[config.mk]
export PLATFORM = sky130hd
export DESIGN_NAME = perceptron_driver_flat
export DESIGN_NICKNAME = d
export VERILOG_FILES = /design/src/rtl/perceptron_driver_if.sv /design/src/rtl/perceptron_driver.sv /design/src/flat_wrapper.sv
export SDC_FILE = /design/constraint.sdc
export NUM_CORES = 1
export LEC_CHECK = 0
export ABC_AREA = 1
export CAP_MARGIN = 20
export CORE_ASPECT_RATIO = 1.4
export CORE_UTILIZATION = 42
export CTS_BUF_LIST = sky130_fd_sc_hd__clkbuf_8
export CTS_CLUSTER_DIAMETER = 60
export DETAILED_ROUTE_END_ITERATION = 12
export PLACE_DENSITY = 0.66
export SKIP_CTS_REPAIR_TIMING = 1
export SLEW_MARGIN = 10
export SYNTH_ARGS = -nofsm -noshare
export SYNTH_HDL_FRONTEND = slang
export SYNTH_SLANG_ARGS = --single-unit
[constraint.sdc]
create_clock -name clk -period 2.9 [get_ports clk]
set_clock_uncertainty 0.1 [all_clocks]
set_input_delay 0.29 -clock clk [delete_from_list [all_inputs] [get_ports clk]]
set_output_delay 0.29 -clock clk [all_outputs]
set_load 0.02 [all_outputs]
[src/rtl/perceptron_driver_if.sv]
// Link between perceptron_driver (master) and the perceptron top (slave):
// vector val/rdy handshake, serial weight programming and decision handshake.
interface perceptron_driver_if #(
  parameter int WIDTH = 8
) ();
  logic             val_o;
  logic             rdy_i;
  logic [WIDTH-1:0] X0_o;
  logic [WIDTH-1:0] X1_o;
  logic [1:0]       W1W0b_en_o;
  logic             b_o;
  logic             W0_o;
  logic             W1_o;
  logic             val_i;
  logic             rdy_o;
  logic             Y_i;

  modport master (
    output val_o, X0_o, X1_o, W1W0b_en_o, b_o, W0_o, W1_o, rdy_o,
    input  rdy_i, val_i, Y_i
  );

  modport slave (
    input  val_o, X0_o, X1_o, W1W0b_en_o, b_o, W0_o, W1_o, rdy_o,
    output rdy_i, val_i, Y_i
  );
endinterface

[src/rtl/perceptron_driver.sv]
// Stimulus source / result sink for the perceptron: input FIFO, weight programming
// sequencer and decision counters. Define PERCEPTRON_DRV_HIST_EN to build the decision history.
module perceptron_driver #(
  parameter int WIDTH = 8,
  parameter int DEPTH = 4
) (
  input  logic             clk,
  input  logic             reset,
  perceptron_driver_if.master pif,
  input  logic             push_i,
  input  logic [WIDTH-1:0] push_x0_i,
  input  logic [WIDTH-1:0] push_x1_i,
  output logic             full_o,
  input  logic             wt_load_i,
  input  logic             wt_b_i,
  input  logic             wt_w0_i,
  input  logic             wt_w1_i,
  output logic             wt_busy_o,
  output logic [15:0]      res_cnt_o,
  output logic [15:0]      pos_cnt_o,
  output logic             err_o,
  output logic [7:0]       hist_o
);

  localparam int PW = $clog2(DEPTH);
  localparam int CW = $clog2(DEPTH + 1);
  localparam int OW = $clog2(DEPTH + 2);

  typedef enum logic [2:0] {
    HOLD, PROG_B, PROG_W0, PROG_W1, STREAM, DRAIN
  } state_e;

  state_e          state_q, state_d;
  logic [WIDTH-1:0] x0_mem_q [DEPTH];
  logic [WIDTH-1:0] x1_mem_q [DEPTH];
  logic [PW-1:0]   wr_ptr_q, wr_ptr_d;
  logic [PW-1:0]   rd_ptr_q, rd_ptr_d;
  logic [CW-1:0]   cnt_q, cnt_d;
  logic [OW-1:0]   out_q, out_d;
  logic            pending_q, pending_d;
  logic            b_q, b_d, w0_q, w0_d, w1_q, w1_d;
  logic [15:0]     res_q, res_d, pos_q, pos_d;
  logic            err_q, err_d;

  logic empty, full, val, rdy;
  logic push_acc, load_acc, pend_now, vec_hs, dec_hs;

  assign empty    = (cnt_q == '0);
  assign full     = (cnt_q == CW'(DEPTH));
  assign val      = (state_q == STREAM) && !empty;
  assign rdy      = !reset;
  assign push_acc = push_i && !full;
  assign load_acc = wt_load_i && !pending_q;
  assign pend_now = pending_q || load_acc;
  assign vec_hs   = val && pif.rdy_i;
  assign dec_hs   = pif.val_i && rdy;

  // NOTE: every always_comb target gets a default first so no path leaves it unassigned (no latches).
  always_comb begin
    state_d   = state_q;
    wr_ptr_d  = wr_ptr_q;
    rd_ptr_d  = rd_ptr_q;
    cnt_d     = cnt_q;
    out_d     = out_q;
    pending_d = pending_q;
    b_d       = b_q;
    w0_d      = w0_q;
    w1_d      = w1_q;
    res_d     = res_q;
    pos_d     = pos_q;
    err_d     = err_q;

    // full is judged before the pop, so a push into a full FIFO is lost even when a pop happens
    if (push_acc) wr_ptr_d = wr_ptr_q + PW'(1);
    if (vec_hs)   rd_ptr_d = rd_ptr_q + PW'(1);
    case ({push_acc, vec_hs})
      2'b10:   cnt_d = cnt_q + CW'(1);
      2'b01:   cnt_d = cnt_q - CW'(1);
      default: cnt_d = cnt_q;
    endcase

    case ({vec_hs, dec_hs})
      2'b10:   out_d = out_q + OW'(1);
      2'b01:   out_d = (out_q == '0) ? out_q : out_q - OW'(1);
      default: out_d = out_q;
    endcase
    if (dec_hs && (out_q == '0)) err_d = 1'b1;
    if (dec_hs) begin
      res_d = res_q + 16'd1;
      if (pif.Y_i) pos_d = pos_q + 16'd1;
    end

    if (load_acc) begin
      pending_d = 1'b1;
      b_d       = wt_b_i;
      w0_d      = wt_w0_i;
      w1_d      = wt_w1_i;
    end else if (state_q == PROG_W1) begin
      pending_d = 1'b0;
    end

    case (state_q)
      HOLD:    if (pend_now) state_d = PROG_B;
      PROG_B:  state_d = PROG_W0;
      PROG_W0: state_d = PROG_W1;
      PROG_W1: state_d = STREAM;
      // a presented vector must complete its handshake before programming may start
      STREAM:  if (pend_now && (!val || pif.rdy_i)) state_d = DRAIN;
      DRAIN:   if (out_q == '0) state_d = PROG_B;
      default: state_d = HOLD;
    endcase
  end

  always_ff @(posedge clk or posedge reset) begin
    if (reset) begin
      state_q   <= HOLD;
      wr_ptr_q  <= '0;
      rd_ptr_q  <= '0;
      cnt_q     <= '0;
      out_q     <= '0;
      pending_q <= 1'b0;
      b_q       <= 1'b0;
      w0_q      <= 1'b0;
      w1_q      <= 1'b0;
      res_q     <= '0;
      pos_q     <= '0;
      err_q     <= 1'b0;
    end else begin
      state_q   <= state_d;
      wr_ptr_q  <= wr_ptr_d;
      rd_ptr_q  <= rd_ptr_d;
      cnt_q     <= cnt_d;
      out_q     <= out_d;
      pending_q <= pending_d;
      b_q       <= b_d;
      w0_q      <= w0_d;
      w1_q      <= w1_d;
      res_q     <= res_d;
      pos_q     <= pos_d;
      err_q     <= err_d;
    end
  end

  // NOTE: FIFO storage has no reset; emptiness is tracked by cnt_q, and the outputs mask stale data.
  always_ff @(posedge clk) begin
    if (push_acc) begin
      x0_mem_q[wr_ptr_q] <= push_x0_i;
      x1_mem_q[wr_ptr_q] <= push_x1_i;
    end
  end

`ifdef PERCEPTRON_DRV_HIST_EN
  logic [7:0] hist_q, hist_d;

  always_comb begin
    hist_d = hist_q;
    if (dec_hs) hist_d = {hist_q[6:0], pif.Y_i};
  end

  always_ff @(posedge clk or posedge reset) begin
    if (reset) hist_q <= '0;
    else       hist_q <= hist_d;
  end

  assign hist_o = hist_q;
`else
  assign hist_o = '0;
`endif

  always_comb begin
    pif.W1W0b_en_o = 2'b00;
    case (state_q)
      PROG_B:  pif.W1W0b_en_o = 2'b01;
      PROG_W0: pif.W1W0b_en_o = 2'b10;
      PROG_W1: pif.W1W0b_en_o = 2'b11;
      default: pif.W1W0b_en_o = 2'b00;
    endcase
  end

  assign pif.val_o  = val;
  assign pif.X0_o   = val ? x0_mem_q[rd_ptr_q] : '0;
  assign pif.X1_o   = val ? x1_mem_q[rd_ptr_q] : '0;
  assign pif.b_o    = b_q;
  assign pif.W0_o   = w0_q;
  assign pif.W1_o   = w1_q;
  assign pif.rdy_o  = rdy;
  assign full_o     = full;
  assign wt_busy_o  = pending_q;
  assign res_cnt_o  = res_q;
  assign pos_cnt_o  = pos_q;
  assign err_o      = err_q;

endmodule
[src/flat_wrapper.sv]
// flat-port wrapper written by rule: the top's interface ports become plain ports
module perceptron_driver_flat 
#(
  parameter int WIDTH = 8,
  parameter int DEPTH = 4
)
  (clk, reset, push_i, push_x0_i, push_x1_i, full_o, wt_load_i, wt_b_i, wt_w0_i, wt_w1_i, wt_busy_o, res_cnt_o, pos_cnt_o, err_o, hist_o, pif_val_o, pif_X0_o, pif_X1_o, pif_W1W0b_en_o, pif_b_o, pif_W0_o, pif_W1_o, pif_rdy_o, pif_rdy_i, pif_val_i, pif_Y_i);
  perceptron_driver_if #(.WIDTH(WIDTH)) pif_i ();
  input  logic clk;
  input  logic reset;
  input  logic push_i;
  input  logic [WIDTH-1:0] push_x0_i;
  input  logic [WIDTH-1:0] push_x1_i;
  output logic full_o;
  input  logic wt_load_i;
  input  logic wt_b_i;
  input  logic wt_w0_i;
  input  logic wt_w1_i;
  output logic wt_busy_o;
  output logic [15:0] res_cnt_o;
  output logic [15:0] pos_cnt_o;
  output logic err_o;
  output logic [7:0] hist_o;
  output wire logic [$bits(pif_i.val_o)-1:0] pif_val_o;
  output wire logic [$bits(pif_i.X0_o)-1:0] pif_X0_o;
  output wire logic [$bits(pif_i.X1_o)-1:0] pif_X1_o;
  output wire logic [$bits(pif_i.W1W0b_en_o)-1:0] pif_W1W0b_en_o;
  output wire logic [$bits(pif_i.b_o)-1:0] pif_b_o;
  output wire logic [$bits(pif_i.W0_o)-1:0] pif_W0_o;
  output wire logic [$bits(pif_i.W1_o)-1:0] pif_W1_o;
  output wire logic [$bits(pif_i.rdy_o)-1:0] pif_rdy_o;
  input wire logic [$bits(pif_i.rdy_i)-1:0] pif_rdy_i;
  input wire logic [$bits(pif_i.val_i)-1:0] pif_val_i;
  input wire logic [$bits(pif_i.Y_i)-1:0] pif_Y_i;
  assign pif_val_o = pif_i.val_o;
  assign pif_X0_o = pif_i.X0_o;
  assign pif_X1_o = pif_i.X1_o;
  assign pif_W1W0b_en_o = pif_i.W1W0b_en_o;
  assign pif_b_o = pif_i.b_o;
  assign pif_W0_o = pif_i.W0_o;
  assign pif_W1_o = pif_i.W1_o;
  assign pif_rdy_o = pif_i.rdy_o;
  assign pif_i.rdy_i = pif_rdy_i;
  assign pif_i.val_i = pif_val_i;
  assign pif_i.Y_i = pif_Y_i;
  perceptron_driver #(.WIDTH(WIDTH), .DEPTH(DEPTH)) u_core (.clk(clk), .reset(reset), .pif(pif_i), .push_i(push_i), .push_x0_i(push_x0_i), .push_x1_i(push_x1_i), .full_o(full_o), .wt_load_i(wt_load_i), .wt_b_i(wt_b_i), .wt_w0_i(wt_w0_i), .wt_w1_i(wt_w1_i), .wt_busy_o(wt_busy_o), .res_cnt_o(res_cnt_o), .pos_cnt_o(pos_cnt_o), .err_o(err_o), .hist_o(hist_o));
endmodule
======== Yosys cells after proc, flatten, opt, wreduce, memory -nomap -nowiden ========
Memory sizes are Yosys's and may differ from the RTL's.
Index checks and enable logic that the tools add are counted.
word-level totals
  bits in registers ....................... 50
  bits in writable memories ............... 64
  input port bits ......................... 26
  logic and storage cells ................. 73
  memories kept ........................... 2
memories
  memory           words  width  rd ports  clocked after Yosys merged registers in  write ports  RTL line                 source
  u_core.x0_mem_q  4      8      1         0                                        1            perceptron_driver.sv:34  logic [WIDTH-1:0] x0_mem_q [DEPTH];
  u_core.x1_mem_q  4      8      1         0                                        1            perceptron_driver.sv:35  logic [WIDTH-1:0] x1_mem_q [DEPTH];
operators by class
  add/subtract/negate cells ............... 8
  equal/unequal tests ..................... 14
  mux-type cells .......................... 14
  reduce and logical (&&, ||, !) cells .... 23
operators by type and width
  operator                                                                 number
  16-bit by 1-bit adder with 16-bit output, second input constant          2
  3-bit one-hot mux with 6 select lines                                    1
  8-bit 2-to-1 mux                                                         2
  3-bit 2-to-1 mux                                                         4
  3-bit one-hot mux with 2 select lines                                    2
  3-bit == test, second input constant                                     3
  3-bit logical NOT                                                        3
  1-bit logical AND                                                        7
  3-bit by 1-bit adder with 3-bit output, second input constant            2
  3-bit by 2-bit == test with 1-bit output, second input constant          2
  2-bit one-hot mux with 3 select lines                                    1
  2-bit nonzero test                                                       3
  3-bit by 1-bit subtractor with 3-bit output, second input constant       2
  1-bit logical NOT                                                        5
  2-bit by 1-bit adder with 2-bit output, second input constant            2
  2-bit by 1-bit == test with 1-bit output, second input constant          2
  2-bit == test, second input constant                                     2
  1-bit 2-to-1 mux                                                         4
  2-bit by 1-bit inequality test with 1-bit output, second input constant  2
  2-bit inequality test, second input constant                             2
  2-bit AND reduction                                                      2
  3-bit by 1-bit == test with 1-bit output, second input constant          1
  3-bit AND reduction                                                      1
  1-bit logical OR                                                         2

======== Logic depth before layout (Yosys ltp) ========
  depth in word-level cells ............... 8
  mapped depth ............................ 14

======== Worst setup path after synthesis ========
Ideal clock, no wire load.
  kind .................................... in2reg
  start ................................... in reset
  end ..................................... reg u_core.pos_q[14], in the netlist u_core.pos_cnt_o[14]
  arrival time ............................ 1962 ps
  data required time ...................... 2679 ps
  slack ................................... 717 ps
  stages .................................. 9
  path buffers ............................ 0
  cells stage by stage .................... inv_2 > nand2_2 > nor2_4 > nand2_2 > nor2_4 > nand2_1 > nor2_2 > nand2_1 > xor2_1
on the way
  longest elaborated chain between the ends .. 3
ends and longest elaborated chain
  item                                  RTL line                  source
  from (decl)                           flat_wrapper.sv:10        input logic reset;
  1-bit logical NOT                     perceptron_driver.sv:51   assign rdy = !reset;
  1-bit logical AND                     perceptron_driver.sv:56   assign dec_hs = pif.val_i && rdy;
  2-bit AND reduction (no source line)  n/a
  to (signal assigned)                  perceptron_driver.sv:139  pos_q <= pos_d;
  to (decl)                             perceptron_driver.sv:42   logic [15:0] res_q, res_d, pos_q, pos_d;
Every way passes these cells.
A chain may end at the register's enable or synchronous reset.

======== Worst setup path after layout ========
  start ................................... reg u_core.rd_ptr_q[0]
  end ..................................... out pif_X0_o[5]
on the way
  longest elaborated chain between the ends .. 2
ends and longest elaborated chain
  item                    RTL line                  source
  from (decl)             perceptron_driver.sv:37   logic [PW-1:0] rd_ptr_q, rd_ptr_d;
  from (signal assigned)  perceptron_driver.sv:131  rd_ptr_q <= rd_ptr_d;
  memory read 4 x 8 bit   n/a
  8-bit 2-to-1 mux        perceptron_driver.sv:181  assign pif.X0_o = val ? x0_mem_q[rd_ptr_q] : '0;
  to (decl)               flat_wrapper.sv:25        output wire logic [$bits(pif_i.X0_o)-1:0] pif_X0_o;
Every way passes these cells.

==> reports/metrics.cfg <==
[run]
max-cap-violations=0

[route]
postRouteAntennaNets=0
wire_per_inst_um=13.81
totalWireLength_mm=10.23
vias_per_cell=4.798
first_pass_iters=4
drc=0
first_iter_violations=121
vias=3555

[critical_path]
start_kind=register
critical_path_buf_inv_count=2
crit_path_top_delay_cell=clkdlybuf4s50_1
ff2ff_path_depth=11
worst_ep_arrival_time_ps=2310
crit_family=buffers and inverters
max_stage_delay_ps=630
cpMostUsedCell=nor2_1
crit_chain=buf_4 > nor2_1 > nor2_1 > o21ai_0 > a21oi_1 > clkdlybuf4s50_1
worst-path-max-fanout=20
crit_type=reg2out
timing.rr.end=u_core.cnt_q[2]$_DFFE_PP0P_
worstPathRequired_ps=2510
reg2reg_slack_ps=670
end_kind=primary output
r2r_start=u_core.state_q[1]$_DFFE_PP0P_

[synth]
syn_inst=482
synth_adder_area_share=0.02382
ys_seq_area_frac=0.6291
synth_area_per_cell_um2=10.46
ys_ff_latch=114
synth-simple-area-share=0.1655
synth_top_family_by_area=simple AND/OR/NAND/NOR gates
synthXorXnorAreaFrac=0.05904
synth_warnings=0
syn_area_mm2=0.005044
synth.area.mux_share=0
synth.distinct_cells=29
synth_compound_area_frac=0.06450

[sta]
finalWorstSetupSlack_ps=195.6
setup_violations=0
max-slew-margin-rel=0.6174
max_clock_freq_ghz=0.3698
finalMaxSlewViolations=0
setup_tns_ps=0
tightest_slew_ps=573.2
rsz0062_at_grt=no
period_share=0.9326
hold_violations=0
period_needed_ps=2704

[final_layout]
utilization=0.5481
post_route_cells_drive_above_1_share=0.09933
num-fill-cells=1061
num_antenna_cells=0
nNetsFinal=616
syn_to_final_growth_pct=27.81

[die]
num_io_pins=92
dieArea_mm2=0.01246
coreArea_mm2=0.01176
start_util=0.4288
num_rows=47
fp.dieH_um=131.7
die_w_um=94.62

[grt]
grt_pass1_vias=3658
gr-total-overflow=0
grt_max_degree=40
grt_usage=0.1796
antenna_found_initial=0
grt_pass1_wl_mm=16.80

[clock_tree]
cts_tree=built
cts.clk_slew.worst_paths_ps=70
htree_levels=4
cts.sinks=114
cts_buffers=17
clock_tree.root_cell=clkbuf_8
clock_path_buffers=2
clk_latency_ps=420

[min_path]
hold_path_class=in2async

[place]
portBuffers=83
place_hpwl_mm=6.874
gp_congestion=0.7581
post-place-ws_ps=499.6

[outcome]
outcome=complete, no violations

[power_and_ir_drop]
power_density_mw_per_mm2=902.9
ir_drop_uv=403.8
cellLeakagePower_uw=0.002701

stage by stage:
step | area, µm² | hold WS (ps) | total power (µW) | std cells
finish | 6446 | 114.0 | 5820 | 741
global route | 6446 | 133.3 | 6200 | 741
CTS | 6441 | 97.39 | 5876 | 741
detailed placement | 6060 | 366.5 | 4440 | 709
global placement | 6060 | 356.8 | 4368 | 709
floorplan | 5070 | 288.7 | 3634 | 489
power breakdown:
part           internal (µW)  switching, µW  total [µW]  leakage, µW
logic                    827           1210        2040      0.00128
registers               2110            262        2370      0.00122
clock network            792            625        1420     0.000203
layout by cell type (no fill, tap or decap):
master            n
nor2_1           91
clkdlybuf4s50_1  83
nand2_1          67
edfxtp_1         64
dfrtp_1          49
inv_1            46
o21ai_0          36
a21oi_1          20
xor2_1           20
clkbuf_8         19
xnor2_1          14
nand3_1          13
ha_1              8
conb_1            8
buf_4             8
nand4_1           6
nor2_4            5
inv_2             4
nand2_2           4
clkinv_2          4
nor2_2            3
o21ai_2           2
clkinvlp_4        2
nor3_1            2
o21bai_1          2
clkinv_1          2
bufinv_16         2
clkinv_4          2
nand3_2           1
nand3b_2          1
o21ai_1           1
nand3b_1          1
o21a_1            1
fa_1              1
buf_12            1
dfrtp_2           1
final cells by class:
| cell class | instances | area [µm²] | area share |
|---|---|---|---|
| clock buffer | 19 | 261.5 | 0.04057 |
| multi-input combinational | 307 | 1608 | 0.2494 |
| timing repair buffer | 92 | 910.9 | 0.1413 |
| sequential | 114 | 3174 | 0.4924 |
| inverter | 49 | 187.7 | 0.02911 |
| tap | 147 | 183.9 | 0.02853 |
| clock inverter | 13 | 120.1 | 0.01863 |
routing by layer:
layer	global-route usage	wire length, µm
met2	0.3173	5393
met3	0.05671	542
met1	0.1904	4120
met4	0.07912	174
met5	0	0
sequential cells by signal (all words and copies together), names as in the netlist, 3 cells and up:
signal	count
u_core.state_q	3
u_core.cnt_q	3
u_core.x1_mem_q	32
u_core.x0_mem_q	32
u_core.out_q	3
u_core.res_cnt_o	16
u_core.pos_cnt_o	16
cell usage after synthesis (all sizes together):
| library cell | number | area share |
|---|---|---|
| o21bai | 2 | 0.0030 |
| nor2 | 99 | 0.083 |
| o21ai | 39 | 0.040 |
| inv | 49 | 0.036 |
| clkbuf | 8 | 0.0060 |
| ha | 8 | 0.020 |
| nand4 | 6 | 0.0074 |
| conb | 1 | 0.00074 |
| nand3 | 14 | 0.015 |
| dfrtp | 50 | 0.25 |
| o21a | 1 | 0.0015 |
| buf | 11 | 0.015 |
| xor2 | 20 | 0.035 |
| edfxtp | 64 | 0.38 |
| nand2 | 71 | 0.055 |
| xnor2 | 14 | 0.024 |
| fa | 1 | 0.0040 |
| a21oi | 20 | 0.020 |
| nor3 | 2 | 0.0020 |
| nand3b | 2 | 0.0037 |
worst max-delay path by stage:
stage	from	to	slack [ps]	depth (start not counted)
global placement	u_core.rd_ptr_q[0]$_DFFE_PP0P_	pif_X1_o[7]	550	5
finish	u_core.rd_ptr_q[0]$_DFFE_PP0P_	pif_X0_o[5]	200	6
global route	u_core.rd_ptr_q[0]$_DFFE_PP0P_	pif_X1_o[4]	40	6
CTS	u_core.rd_ptr_q[0]$_DFFE_PP0P_	pif_X0_o[7]	30	5
detailed placement	u_core.rd_ptr_q[0]$_DFFE_PP0P_	pif_X0_o[7]	500	5
floorplan	reset	u_core.pos_cnt_o[14]$_DFFE_PP0P_	720	9
worst register-to-register path, delay by kind of cell (launching register included):
kind                     cells  cell delay (ps)
buffers and inverters        3              280
AND/OR/NAND/NOR              3              410
adder cells (fa/ha/maj)      2              520
AO/OA/AOI/OAI                2              260
XOR/XNOR                     1              150
flip-flops                   1              400
cell families (layout without fill, tap and decap cells):
logic type,after synthesis,in the layout
buffers and inverters,68,173
other,1,8
XOR/XNOR,34,34
AND/OR/NAND/NOR,194,194
flip-flops,114,114
AO/OA/AOI/OAI,62,62
adder cells (fa/ha/maj),9,9
Power figures use the tool's default switching activity.
